`src/rtl/hold_stable_pkg.sv`:
```
// Shared types and default sizing for the hold-stable valid/ready transmitter.
package hold_stable_pkg;

  typedef enum logic {IDLE, PRESENT} tx_state_e;

  localparam int unsigned DEF_WIDTH   = 8;
  localparam int unsigned DEF_DEPTH   = 4;
  localparam int unsigned DEF_STALL_W = 8;

endpackage

```
`src/rtl/hold_stable_fifo.sv`:
```
// Producer-side FIFO: storage, wrapping pointers, occupancy level and registered full flag.
module hold_stable_fifo
  import hold_stable_pkg::*;
#(
  parameter int unsigned WIDTH = DEF_WIDTH,
  parameter int unsigned DEPTH = DEF_DEPTH
) (
  input  logic                     clk,
  input  logic                     rst_n,
  input  logic                     wr_en,
  input  logic [WIDTH-1:0]         wr_data,
  input  logic                     pop,
  output logic [WIDTH-1:0]         rd_data,
  output logic [$clog2(DEPTH):0]   level,
  output logic                     full
);

  localparam int unsigned AW = $clog2(DEPTH);
  localparam int unsigned LW = AW + 1;
  localparam logic [LW-1:0] DEPTH_L = LW'(DEPTH);

  logic [WIDTH-1:0] mem [DEPTH];
  logic [AW-1:0]    wr_ptr;
  logic [AW-1:0]    rd_ptr;
  logic [LW-1:0]    level_next;
  logic             push;

  // Gated on the registered full only, so a same-cycle pop never admits a write.
  assign push    = wr_en && !full;
  assign rd_data = mem[rd_ptr];

  always_comb begin
    level_next = level;
    if (push && !pop)
      level_next = level + LW'(1);
    else if (!push && pop)
      level_next = level - LW'(1);
  end

  always_ff @(posedge clk) begin
    if (push)
      mem[wr_ptr] <= wr_data;
  end

  always_ff @(posedge clk or negedge rst_n) begin
    if (!rst_n) begin
      wr_ptr <= '0;
      rd_ptr <= '0;
      level  <= '0;
      full   <= 1'b0;
    end else begin
      if (push)
        wr_ptr <= wr_ptr + AW'(1);
      if (pop)
        rd_ptr <= rd_ptr + AW'(1);
      level <= level_next;
      full  <= (level_next == DEPTH_L);
    end
  end

endmodule

```
`src/rtl/hold_stable_tx.sv`:
```
// Valid/ready transmitter holding out_valid/out_data stable until accepted.
// Define HOLD_STABLE_ASSERT_EN to compile the embedded interface assertions.
module hold_stable_tx
  import hold_stable_pkg::*;
#(
  parameter int unsigned WIDTH   = DEF_WIDTH,
  parameter int unsigned DEPTH   = DEF_DEPTH,
  parameter int unsigned STALL_W = DEF_STALL_W
) (
  input  logic                     clk,
  input  logic                     rst_n,
  input  logic                     wr_en,
  input  logic [WIDTH-1:0]         wr_data,
  output logic                     full,
  output logic                     overflow,
  output logic                     out_valid,
  output logic [WIDTH-1:0]         out_data,
  input  logic                     out_ready,
  output logic [$clog2(DEPTH):0]   level,
  output logic [STALL_W-1:0]       stall_cnt
);

  tx_state_e        state;
  logic [WIDTH-1:0] head;
  logic             pop;

  // Pop whenever the output register is empty or being emptied this edge.
  assign pop = ((state == IDLE) || out_ready) && (level != '0);

  hold_stable_fifo #(
    .WIDTH (WIDTH),
    .DEPTH (DEPTH)
  ) u_fifo (
    .clk     (clk),
    .rst_n   (rst_n),
    .wr_en   (wr_en),
    .wr_data (wr_data),
    .pop     (pop),
    .rd_data (head),
    .level   (level),
    .full    (full)
  );

  always_ff @(posedge clk or negedge rst_n) begin
    if (!rst_n) begin
      state     <= IDLE;
      out_valid <= 1'b0;
      out_data  <= '0;
      stall_cnt <= '0;
    end else begin
      case (state)
        IDLE: begin
          stall_cnt <= '0;
          if (pop) begin
            out_data  <= head;
            out_valid <= 1'b1;
            state     <= PRESENT;
          end
        end
        PRESENT: begin
          if (out_ready) begin
            stall_cnt <= '0;
            if (pop) begin
              out_data <= head;
            end else begin
              out_valid <= 1'b0;
              state     <= IDLE;
            end
          end else if (stall_cnt != '1) begin
            stall_cnt <= stall_cnt + STALL_W'(1);
          end
        end
        default: begin
          state     <= IDLE;
          out_valid <= 1'b0;
        end
      endcase
    end
  end

  always_ff @(posedge clk or negedge rst_n) begin
    if (!rst_n)
      overflow <= 1'b0;
    else if (wr_en && full)
      overflow <= 1'b1;
  end

`ifdef HOLD_STABLE_ASSERT_EN
  a_hold_stable: assert property (@(posedge clk) disable iff (!rst_n)
      out_valid && !out_ready |=> out_valid && $stable(out_data))
    $info("%0t a_hold_stable pass", $time);
  else
    $error("%0t a_hold_stable fail", $time);

  a_full_level: assert property (@(posedge clk) disable iff (!rst_n)
      full |-> level == ($clog2(DEPTH)+1)'(DEPTH))
    $info("%0t a_full_level pass", $time);
  else
    $error("%0t a_full_level fail", $time);

  a_valid_known: assert property (@(posedge clk) disable iff (!rst_n)
      !(out_valid === 1'bx))
    $info("%0t a_valid_known pass", $time);
  else
    $error("%0t a_valid_known fail", $time);
`else
`endif

endmodule

```
`config.mk`:
```
export PLATFORM = sky130hd
export DESIGN_NAME = hold_stable_tx
export DESIGN_NICKNAME = d
export VERILOG_FILES = /design/src/rtl/hold_stable_pkg.sv /design/src/rtl/hold_stable_fifo.sv /design/src/rtl/hold_stable_tx.sv
export SDC_FILE = /design/constraint.sdc
export NUM_CORES = 1
export LEC_CHECK = 0
export CORE_ASPECT_RATIO = 1.25
export CORE_MARGIN = 2
export CORE_UTILIZATION = 54
export DETAILED_ROUTE_END_ITERATION = 10
export GPL_ROUTABILITY_DRIVEN = 0
export GPL_TIMING_DRIVEN = 1
export PLACE_DENSITY = 0.85
export RECOVER_POWER = 25
export REMOVE_ABC_BUFFERS = 1
export SETUP_SLACK_MARGIN = 0.2
export SYNTH_ARGS = -nofsm -noshare
export SYNTH_HDL_FRONTEND = slang
export SYNTH_SLANG_ARGS = --single-unit
```
`constraint.sdc`:
```
create_clock -name clk -period 2.05 [get_ports clk]
set_input_delay 0.41 -clock clk [delete_from_list [all_inputs] [get_ports clk]]
set_output_delay 0.41 -clock clk [all_outputs]
set_load 0.1 [all_outputs]
```
# Word-level counts from Yosys, hierarchy flattened
# Memories as Yosys holds them, arrays and structs flattened.
# Cells that the tools add are included.
word_totals:
  input_bits: 12
  word_cells: 50
  memories: 1
  regBits: 27
  output_inout_bits: 22
  ramBits: 32
op_classes:
  bitwise_logic: 1
  addsub: 5
  mux: 17
  n_reduce_logical: 11
  n_eq_ne: 6
mem_list:
  columns: ["memory", "words", "word_bits", "rd", "rd_clocked_by_memory_dff", "wr", "line", "rtl"]
  rows:
  - ["u_fifo.mem", 4, 8, 1, 0, 1, "hold_stable_fifo.sv:22", "logic [WIDTH-1:0] mem [DEPTH];"]
op_table:
  columns: ["cell", "count"]
  rows:
  - ["8-bit 2-to-1 mux", 4]
  - ["8-bit one-hot mux with 2 select lines", 2]
  - ["8-bit by 1-bit adder with 8-bit output (second input constant)", 1]
  - ["8-bit != test (second input constant)", 1]
  - ["1-bit 2-to-1 mux", 7]
  - ["3-bit 2-to-1 mux", 2]
  - ["1-bit logical AND", 5]
  - ["2-bit by 1-bit adder with 2-bit output (second input constant)", 2]
  - ["2-bit != test (second input constant)", 2]
  - ["1-bit one-hot mux with 2 select lines", 2]
  - ["3-bit by 1-bit adder with 3-bit output (second input constant)", 1]
  - ["3-bit equality test (second input constant)", 1]
  - ["1-bit logical NOT", 3]
  - ["3-bit by 2-bit != test with 1-bit output (second input constant)", 1]
  - ["3-bit AND reduction", 1]
  - ["3-bit nonzero test", 1]
  - ["3-bit by 1-bit subtractor with 3-bit output (second input constant)", 1]
  - ["2-bit by 1-bit != test with 1-bit output (second input constant)", 1]
  - ["1-bit logical OR", 1]
  - ["1-bit inverter", 1]

# Longest topological paths before layout
# Gate-level depths: netlist (run 1).
logic_depth:
  word_depth: 7
  depth_mapped: 8
  ltp_nobuf: 7

# Cells and area by module
# Synthesis (run 1) repeated with hierarchy kept, for this count alone.
hier_totals:
  cells_unflattened: 163
  hier_area_um2: 2493.6
modules_own_cells:
  columns: ["module", "area_each_um2", "cells_per_inst", "seq_area_each_um2", "n_inst"]
  rows:
  - ["hold_stable_fifo", 1645.3, 91, 1161.1, 1]
  - ["hold_stable_tx", 848.3, 72, 475.5, 1]

# Worst setup path before layout (run 1)
# Ideal clock, no wire load.
synth_path:
  path_type: "flip-flop to flip-flop"
  start: "register u_fifo.level[0]"
  end: "register u_fifo.full"
  path_stages_with_launch: 8
  synth_period_minus_slack_ns: 2.427
  t_arrival_ns: 2.316
  setup_slack_ns: -0.377
  setup_time_ns: 0.111
  required_ns: 1.939
  path_buffers: 0
  cell_sequence: "dfrtp_1 -> inv_1 -> ha_1 -> ha_1 -> inv_1 -> nand2_4 -> maj3_2 -> a2111oi_2"
synth_via:
  elab_chain_cells: 6
  elab_cells_between_ends: 10
  cone_classes: "add/sub (2); eq/ne (1); mux (2); reduce/logical (5)"
synth_lines:
  columns: ["item", "line", "rtl"]
  rows:
  - ["start: declaration", "hold_stable_fifo.sv:14", "output logic [$clog2(DEPTH):0] level,"]
  - ["start signal: assignment", "hold_stable_fifo.sv:56", "level <= level_next;"]
  - ["parallel branches: the longest is 4 deep, another holds 3-bit by 1-bit subtractor with 3-bit output", null, null]
  - ["3-bit 2-to-1 mux *", "hold_stable_fifo.sv:34", "if (push && !pop)"]
  - ["3-bit equality test *", "hold_stable_fifo.sv:57", "full <= (level_next == DEPTH_L);"]
  - ["end signal: assignment", "hold_stable_fifo.sv:57", null]
  - ["end: declaration", "hold_stable_fifo.sv:15", "output logic full"]
# Mark *: on every way between the ends.
# A chain may end at the register's enable or synchronous reset.

# Worst setup path in the final report (run 1)
layout_path:
  start: "register u_fifo.level[1]"
  end: "register u_fifo.full"
# The elaborated chain is that of the path after synthesis.

==> metrics.md, run 1 <==
| Metric | Value |
|---|---|
| Worst slack at placement | roughly 0.086 ns |
| Depth of the worst hold-timing path | 1 |
| Switching fraction of total power | around 42% |
| Number of cell instances on the worst register-to-register path | 7 |
| Power density over the cells | roughly 1700 mW/mm^2 |
| Max-slew headroom | between 50% and 60% |
| Endpoint class of the critical path | register |
| Area leader, netlist | sky130_fd_sc_hd__edfxtp_1 |
| Nets@finish | roughly 250 |
| Number of antenna cells inserted | 0 |
| Number of enable-type register cells in the synthesized netlist | 32 |
| # setup viols final | 0 |
| Number of antenna violations at the first check in global routing | 0 |
| Syn Std Cell Area | about 0.0025 mm^2 |
| Clock buffer count from CTS | 9 |
| Average size of a mapped cell | approximately 14 um^2 |
| Number of levels the H-tree was split into | 3 |
| Wire length of the first global-routing pass | 7620 um |
| Pin count of the biggest net entering global routing | 28 |
| Largest cells by area after synthesis | sky130_fd_sc_hd__edfxtp_1 (38%), sky130_fd_sc_hd__dfrtp_1 (27%), sky130_fd_sc_hd__mux4_2 (7.1%), sky130_fd_sc_hd__nand2_1 (4.9%), sky130_fd_sc_hd__ha_1 (4.0%) |
| Area added between synthesis and finish | 28.9% |
| Fmax achieved | ~580 MHz |
| Global route overflow | 0 |
| Number of slew-limit violations in the final report | 0 |
| Cell count after synthesis | around 180 |
| Drt via density | around 5.2 |
| Category of the worst setup path launch point | register |
| Slowest cell on crit path | sky130_fd_sc_hd__dfrtp_1 |
| Critical-path cell list | inv_1 -> ha_1 -> ha_2 -> inv_2 -> nand2_4 -> maj3_2 -> a2111oi_4 |
| TritonCTS clock tree | built |
| Worst-Skew Late Latency | approximately 0.33 ns |
| Number of antenna-violating nets in the routed design | 0 |
| Filler Cell Count | 315 |
| Routed wirelength normalized by instance count | ~16 um |
| Internal Pwr Total | between 3 and 4 mW |
| Via count of the first global-routing pass | about 1600 |
| Portion of total power attributed to sequential cells | about 33% |
| Starting Density | a little under three fifths |
| Register bit count reported by yosys | 59 |
| Maximum single-stage delay on the critical path | about 0.36 ns |
| IO Pins | 34 |
| Cell with the most instances after synthesis | sky130_fd_sc_hd__nand2_1 |
| Initial DRC Count | 84 |
| VDD IR max | ~900 uV |
| Die Footprint | roughly 0.0052 mm^2 |
| Yosys cell types | 40 |
| CTS sink cnt | 59 |
| Layout Skew | ~0.011 ns |
| Number of search-and-repair iterations in the first detailed-routing pass | 4 |
| Total number of vias | between 1500 and 2000 |
| Final Routed Wirelength | between 4000 and 5000 um |
| Clock-pin slew reported for the worst setup and hold paths after clock tree synthesis | 0.06 ns |
| Post-layout worst setup margin | approximately 0.33 ns |
| Share of power burned in combinational logic | between 40% and 50% |
| Die outline height | 80.4 um |
| Predominant post-synthesis flop cell | sky130_fd_sc_hd__edfxtp_1 |
| Required arrival time at the worst endpoint | ~2.3 ns |
| Area fraction of the dominant cell type after synthesis | 38.1% |
| Leakage power summed over all cells | between 1 and 1.5 nW |
| Clk network pwr share | about a fifth |
| RSZ-0062 raised after global routing | false |
| Post-layout util | 72.8% |
| Fraction of final layout cells with drive strength greater than 1 | a little under a third |
| Clk Tree Root Cell | sky130_fd_sc_hd__clkbuf_8 |
| Area of the core | 0.00446 mm^2 |
| Minimum clock period | between 1.5 and 2 ns |
| Hold Vio Cnt, Final | 0 |
| DP Wirelength | around 3100 um |
| Worst hold path type | register to register |
| Top cells by count, synth | sky130_fd_sc_hd__nand2_1 (33), sky130_fd_sc_hd__edfxtp_1 (32), sky130_fd_sc_hd__dfrtp_1 (27) |
| Transition at the pin with the smallest max-transition slack | approximately 0.68 ns |
| Kind of critical path | register to register |
| Status | finished, final reports clean |
| Sequential cell area fraction in the yosys report | 64.9% |
| Data arrival time of the critical path | just under 2 ns |
| Crit share post-route | around 84% |
| I/O Buffers | 33 |
| Maximum Capacitance Violations | 0 |
| Share of flip-flops with an asynchronous set or reset after synthesis | 45.8% |
| Synth Warn # | 0 |
| Largest fanout of any net on the critical path | 4 |
| Number of buffers on the longest clock path | 2 |
| Die extent in x | 65.1 um |
| Detailed-route DRC error count | 0 |
| Switching power of the nets | 2.29 mW |
| Number of cell rows | 27 |
| Global-route usage over all layers | 20.7% |
timing repair:
action                                  CTS  global route
buffers inserted                          1             1
hold buffers                              0             0
cloned                                    0             0
endpoints found under the setup margin    2             2
gates resized for setup                   0             4
power groups by stage:
stage | clock network [mW] | logic [mW] | registers, mW
6_report | 1.16 | 2.47 | 1.77
5_1_grt | 1.25 | 2.63 | 1.81
4_1_cts | 1.18 | 2.42 | 1.77
3_5_place_dp | 0 | 2.38 | 1.80
3_3_place_gp | 0 | 2.34 | 1.78
2_1_floorplan | 0 | 0.742 | 2.75
worst max-delay path: cells and delay by family (launching register included):
| kind | cells | cell delay (ns) |
|---|---|---|
| buf+inv | 2 | 0.15 |
| fa+ha+maj | 3 | 0.71 |
| compound gates | 1 | 0.34 |
| simple gates | 1 | 0.05 |
| flops | 1 | 0.36 |
layout make-up:
type	instances	area [um^2]	area share, %
Inverter	8	30.0	0.924
Tap cell	58	72.6	2.23
Clock buffer	11	141	4.35
Sequential cell	59	1640	50.4
Timing Repair Buffer	48	448	13.8
Clock inverter	5	76.3	2.35
Multi-Input combinational cell	105	843	26.0
metal layers:
metal / GRT usage [%] / part of all wire, %
met3: 6.44 / 3.2
met1: 23.0 / 40
met4: 8.75 / 2.5
met5: 0 / 0
met2: 36.4 / 55
flip-flops by register name, indices dropped and copies added (netlist names):
signal         cells
u_fifo.mem        32
out_data           8
stall_cnt          8
u_fifo.level       3
u_fifo.rd_ptr      2
u_fifo.wr_ptr      2
out_valid          1
overflow           1
state              1
u_fifo.full        1
stage by stage:
step / total power, mW / instance area (um^2) / TNS, ns / hold slack, ns / instances
2_1_floorplan: 3.49 / 2490 / -1.94 / 0.114 / 172
3_3_place_gp: 4.12 / 3000 / 0 / 0.445 / 276
3_5_place_dp: 4.18 / 3000 / 0 / 0.451 / 276
4_1_cts: 5.37 / 3220 / 0 / 0.457 / 293
5_1_grt: 5.69 / 3250 / 0 / 0.501 / 294
6_report: 5.40 / 3250 / 0 / 0.463 / 294
cells in the final DEF, fill, tap and decap left out, drive strengths merged, types with 2 or more instances in the layout:
| master | n |
|---|---|
| a211oi | 2 |
| dfrtp | 27 |
| inv | 9 |
| dlygate4sd3 | 4 |
| a21oi | 2 |
| ha | 8 |
| nand3 | 3 |
| a21o | 3 |
| nor3 | 3 |
| bufinv | 2 |
| edfxtp | 32 |
| and2 | 6 |
| nand2b | 2 |
| clkdlybuf4s50 | 7 |
| clkbuf | 12 |
| mux4 | 8 |
| nor2 | 8 |
| o21ai | 5 |
| xnor2 | 5 |
| nand2 | 34 |
| clkinv | 2 |
| buf | 36 |
path summary, 6_finish.rpt:
kind	from	endpoint	slack [ns]
setup / recovery	u_fifo.level[1]$_DFF_PN0_	u_fifo.full$_DFF_PN0_	0.33
hold / removal	overflow$_DFFE_PN0P_	overflow$_DFFE_PN0P_	0.46
setup reg to reg	u_fifo.level[1]$_DFF_PN0_	u_fifo.full$_DFF_PN0_	0.33
hold reg to reg	overflow$_DFFE_PN0P_	overflow$_DFFE_PN0P_	0.46
max in group asynchronous	rst_n	u_fifo.rd_ptr[0]$_DFFE_PN0P_	0.96
min in group asynchronous	rst_n	out_valid$_DFFE_PN0P_	0.64
cell families (layout without fill, tap and decap cells):
group / after synthesis / after routing / synth area share [%]
buffers and inverters: 13 / 72 / 2.38
multiplexers: 10 / 10 / 8.14
AND/OR/NAND/NOR: 63 / 63 / 13.4
adder cells (fa/ha/maj): 9 / 9 / 4.42
AO/OA/AOI/OAI: 18 / 18 / 5.01
XOR/XNOR: 5 / 5 / 1.74
flip-flops: 59 / 59 / 64.9
Note: power is estimated with default switching activity, not from simulation.
==> run 2, diff against run 1 <==
==> constraint.sdc (replaced) <==
create_clock -name clk -period 1.7 [get_ports clk]
set_input_delay 0.34 -clock clk [delete_from_list [all_inputs] [get_ports clk]]
set_output_delay 0.34 -clock clk [all_outputs]
set_load 0.1 [all_outputs]
==> run 2 against run 1 <==
Clock skew fell by 0.0017 ns. Clock power rose by 16%. Die area did not move. Core utilization rose by 9.2 points. First-iteration DRC count rose by 37%. Sequential power rose by 24%. Critical path depth did not move. Cell area rose by 13%. Power rose by 35%. Worst setup slack got worse by 0.24 ns. Largest power group unchanged.
==> metrics.md, run 2 (synthesis results as in run 1) <==
| Metric | Value |
|---|---|
| Maximum Capacitance Violations | 0 (unchanged) |
| Area of the core | 0.00446 mm^2 (unchanged) |
| Most common library cell in the layout ignoring fill and taps | sky130_fd_sc_hd__nand2_1 |
| Portion of total power attributed to sequential cells | 30.2% (-2.6 points) |
| Number of antenna violations at the first check in global routing | 0 (unchanged) |
| Die extent in x | 65.1 um (unchanged) |
| Hold-fix buffers at CTS | 0 (unchanged) |
| Maximum single-stage delay on the critical path | 0.39 ns (+0.03 ns) |
| Clock buffer count from CTS | 9 (unchanged) |
| Worst hold path type | register to register |
| Starting Density | 56.5% (unchanged) |
| # setup viols final | 0 (unchanged) |
| Clk Tree Root Cell | sky130_fd_sc_hd__clkbuf_8 |
| Commonest cells after routing, fill and taps aside | sky130_fd_sc_hd__nand2_1 (33), sky130_fd_sc_hd__edfxtp_1 (32), sky130_fd_sc_hd__dfrtp_1 (27) |
| Number of search-and-repair iterations in the first detailed-routing pass | 4 (unchanged) |
| Number of antenna-violating nets in the routed design | 0 (unchanged) |
| Worst-Skew Late Latency | 0.33 ns (about the same) |
| Total number of vias | 1637 (+6.1%) |
| CTS sink cnt | 59 (unchanged) |
| Kind of critical path | register to register |
| Largest fanout of any net on the critical path | 2 (-2) |
| Transition at the pin with the smallest max-transition slack | 0.698 ns (+0.0156 ns) |
| DP Wirelength | 3460 um (+10%) |
| Detailed-route DRC error count | 0 (unchanged) |
| Fmax achieved | 623 MHz (+7.0%) |
| Number of antenna cells inserted | 0 (unchanged) |
| Post-layout worst setup margin | 0.0943 ns (-0.237 ns) |
| Filler Cell Count | 240 (-24%) |
| Worst slack at placement | -0.152 ns (-0.238 ns) |
| Amount of wire on met2 after detailed routing | 3170 um (+26%) |
| Most common cell type on the critical path | sky130_fd_sc_hd__ha_4 |
| Switching power of the nets | 3.00 mW (+31%) |
| Die outline height | 80.4 um (unchanged) |
| Number of buffers and inverters on the critical path | 2 (unchanged) |
| Area added between synthesis and finish | 45.2% |
| Number of levels the H-tree was split into | 3 (unchanged) |
| Slowest cell on crit path | sky130_fd_sc_hd__dfrtp_1 |
| Nets@finish | 261 (+4.0%) |
| Source of the worst hold timing path | state$_DFF_PN0_ |
| Worst-case register-to-register setup slack | 0.09 ns (-0.24 ns) |
| Worst min-delay path endpoint | out_valid$_DFFE_PN0P_ |
| Global-route usage over all layers | 23.8% (+3.1 points) |
| Switching fraction of total power | 41.3% (-1.2 points) |
| Pin count of the biggest net entering global routing | 28 (unchanged) |
| Global route overflow | 0 (unchanged) |
| Number of cell instances on the worst register-to-register path | 7 (unchanged) |
| Via count of the first global-routing pass | 1805 (+11%) |
| Registers with the most flip-flops | u_fifo.mem (32), out_data (8), stall_cnt (8) |
| Hold WS | 0.538 ns (+0.0749 ns) |
| Wire length of the first global-routing pass | 8690 um (+14%) |
| Number of slew-limit violations in the final report | 0 (unchanged) |
| Die Footprint | 0.00523 mm^2 (unchanged) |
| Power density over the cells | 1980 mW/mm^2 (+19%) |
| Depth of the worst hold-timing path | 1 (unchanged) |
| Fraction of final layout cells with drive strength greater than 1 | 37.4% (+6.5 points) |
| Top routing layer used | met4 |
| Clock-pin slew reported for the worst setup and hold paths after clock tree synthesis | 0.07 ns (about the same) |
| Max-slew headroom | 53.5% (-1.0 points) |
| Routed wirelength normalized by instance count | 17.8 um (+14%) |
| Clk network pwr share | 18.4% (-3.0 points) |
| Max reg flops | 32 (unchanged) |
| Initial DRC Count | 115 (+37%) |
| RSZ-0062 raised after global routing | true |
| Hold Vio Cnt, Final | 0 (unchanged) |
| Met3 Wirelength | 210 um (+44%) |
| Number of cell rows | 27 (unchanged) |
| Register with the most flip-flops | u_fifo.mem |
| TritonCTS clock tree | built |
| Share of power burned in combinational logic | 51.4% (+5.6 points) |
| Required arrival time at the worst endpoint | 1.93 ns (-0.35 ns) |
| Endpoint class of the critical path | register |
| I/O Buffers | 33 (unchanged) |
| Top delay family on crit path | adder cells |
| Internal Pwr Total | 4.26 mW (+37%) |
| Routed metal-1 wirelength | 1910 um (+5.0%) |
| Minimum clock period | 1.61 ns (-0.113 ns) |
| Crit share post-route | 94.5% (+11 points) |
| Status | finished, final reports clean |
| Number of buffers on the longest clock path | 2 (unchanged) |
| Startpoint of the most critical register-to-register path | u_fifo.level[0]$_DFF_PN0_ |
| Category of the worst setup path launch point | register |
| Final Routed Wirelength | 5420 um (+18%) |
| Sum of internal, switching and leakage power | 7.26 mW (+35%) |
| Layout Skew | 0.00883 ns (-0.00174 ns) |
| Data arrival time of the critical path | 1.83 ns (-0.12 ns) |
| Critical-path cell list | inv_2 -> ha_4 -> ha_4 -> inv_4 -> nand2_4 -> maj3_2 -> a2111oi_4 |
| IO Pins | 34 (unchanged) |
| VDD IR max | 1930 uV (+120%) |
| Drt via density | 5.38 (+2.6%) |
| Critical register-to-register path endpoint | u_fifo.full$_DFF_PN0_ |
| Leakage power summed over all cells | 1.48 nW (+9.5%) |
[run 2: changes by cell type in the layout (fill, tap and decap cells not counted), moves of 2 or more]
cell                     delta
sky130_fd_sc_hd__inv_1      -3
sky130_fd_sc_hd__buf_12    +21
sky130_fd_sc_hd__ha_1       -2
sky130_fd_sc_hd__buf_6      +2
sky130_fd_sc_hd__ha_4       +2
sky130_fd_sc_hd__inv_2      +2
sky130_fd_sc_hd__buf_4     -13
[run 2: final cells by class]
cell class	instances	area [um^2]	area share [%]
Clock buffer	11	131	3.59
Clock inverter	5	77.6	2.12
Inverter	8	32.5	0.889
Multi-Input combinational cell	105	916	25.0
Sequential cell	59	1640	44.7
Tap cell	58	72.6	1.98
Timing Repair Buffer	58	793	21.7
[run 2: what timing repair did]
| item | 4_1_cts | 5_1_grt |
|---|---|---|
| gates resized for setup | 13 | 8 |
| endpoints found under the setup margin | 15 | 49 |
| pin swaps | 3 | 7 |
| setup buffers | 0 | 2 |
[run 2: per-stage QoR]
| stage | util (%) | instances | setup TNS (ns) | area, um^2 |
|---|---|---|---|---|
| finish | 82.1 | 304 | 0 | 3660 |
| global route | 82.1 | 304 | 0 | 3660 |
| CTS | 80.8 | 302 | 0 | 3600 |
| detailed placement | 74.8 | 286 | -2.25 | 3340 |
| global placement | 74.8 | 286 | -1.23 | 3340 |
| floorplan | - | 172 | -20.10 | 2490 |
[run 2: worst max-delay path by stage]
stage | depth (start not counted) | from | slack [ns] | end
3_5_place_dp | 5 | wr_en | -0.15 | u_fifo.full$_DFF_PN0_
6_report | 7 | u_fifo.level[0]$_DFF_PN0_ | 0.09 | u_fifo.full$_DFF_PN0_
4_1_cts | 7 | u_fifo.level[0]$_DFF_PN0_ | 0.14 | u_fifo.full$_DFF_PN0_
2_1_floorplan | 7 | u_fifo.level[0]$_DFF_PN0_ | -0.79 | u_fifo.full$_DFF_PN0_
3_3_place_gp | 5 | wr_en | -0.13 | u_fifo.full$_DFF_PN0_
5_1_grt | 7 | u_fifo.level[0]$_DFF_PN0_ | 0.05 | u_fifo.full$_DFF_PN0_
[run 2: power groups by stage]
stage | combinational, mW | sequential [mW] | clock, mW
2_1_floorplan | 0.895 | 3.32 | 0
3_3_place_gp | 3.36 | 2.18 | 0
4_1_cts | 3.59 | 2.19 | 1.38
6_report | 3.73 | 2.19 | 1.34
3_5_place_dp | 3.44 | 2.21 | 0
5_1_grt | 3.92 | 2.22 | 1.44
[run 2: routing by layer]
layer	global-route usage (%)	vias to the layer above
met5	0	-
li1	-	762
met4	10.4	0
met1	23.7	807
met3	7.98	15
met2	44.1	53
==> run 3, diff against run 2 <==
--- a/config.mk
+++ b/config.mk
@@ -5,6 +5,7 @@
 export SDC_FILE = /design/constraint.sdc
 export NUM_CORES = 1
 export LEC_CHECK = 0
+export CAP_MARGIN = 20
 export CORE_ASPECT_RATIO = 1.25
 export CORE_MARGIN = 2
 export CORE_UTILIZATION = 54
==> results of run 3 <==
Same layout as run 2: the final DEF is identical, and so are final timing and power.
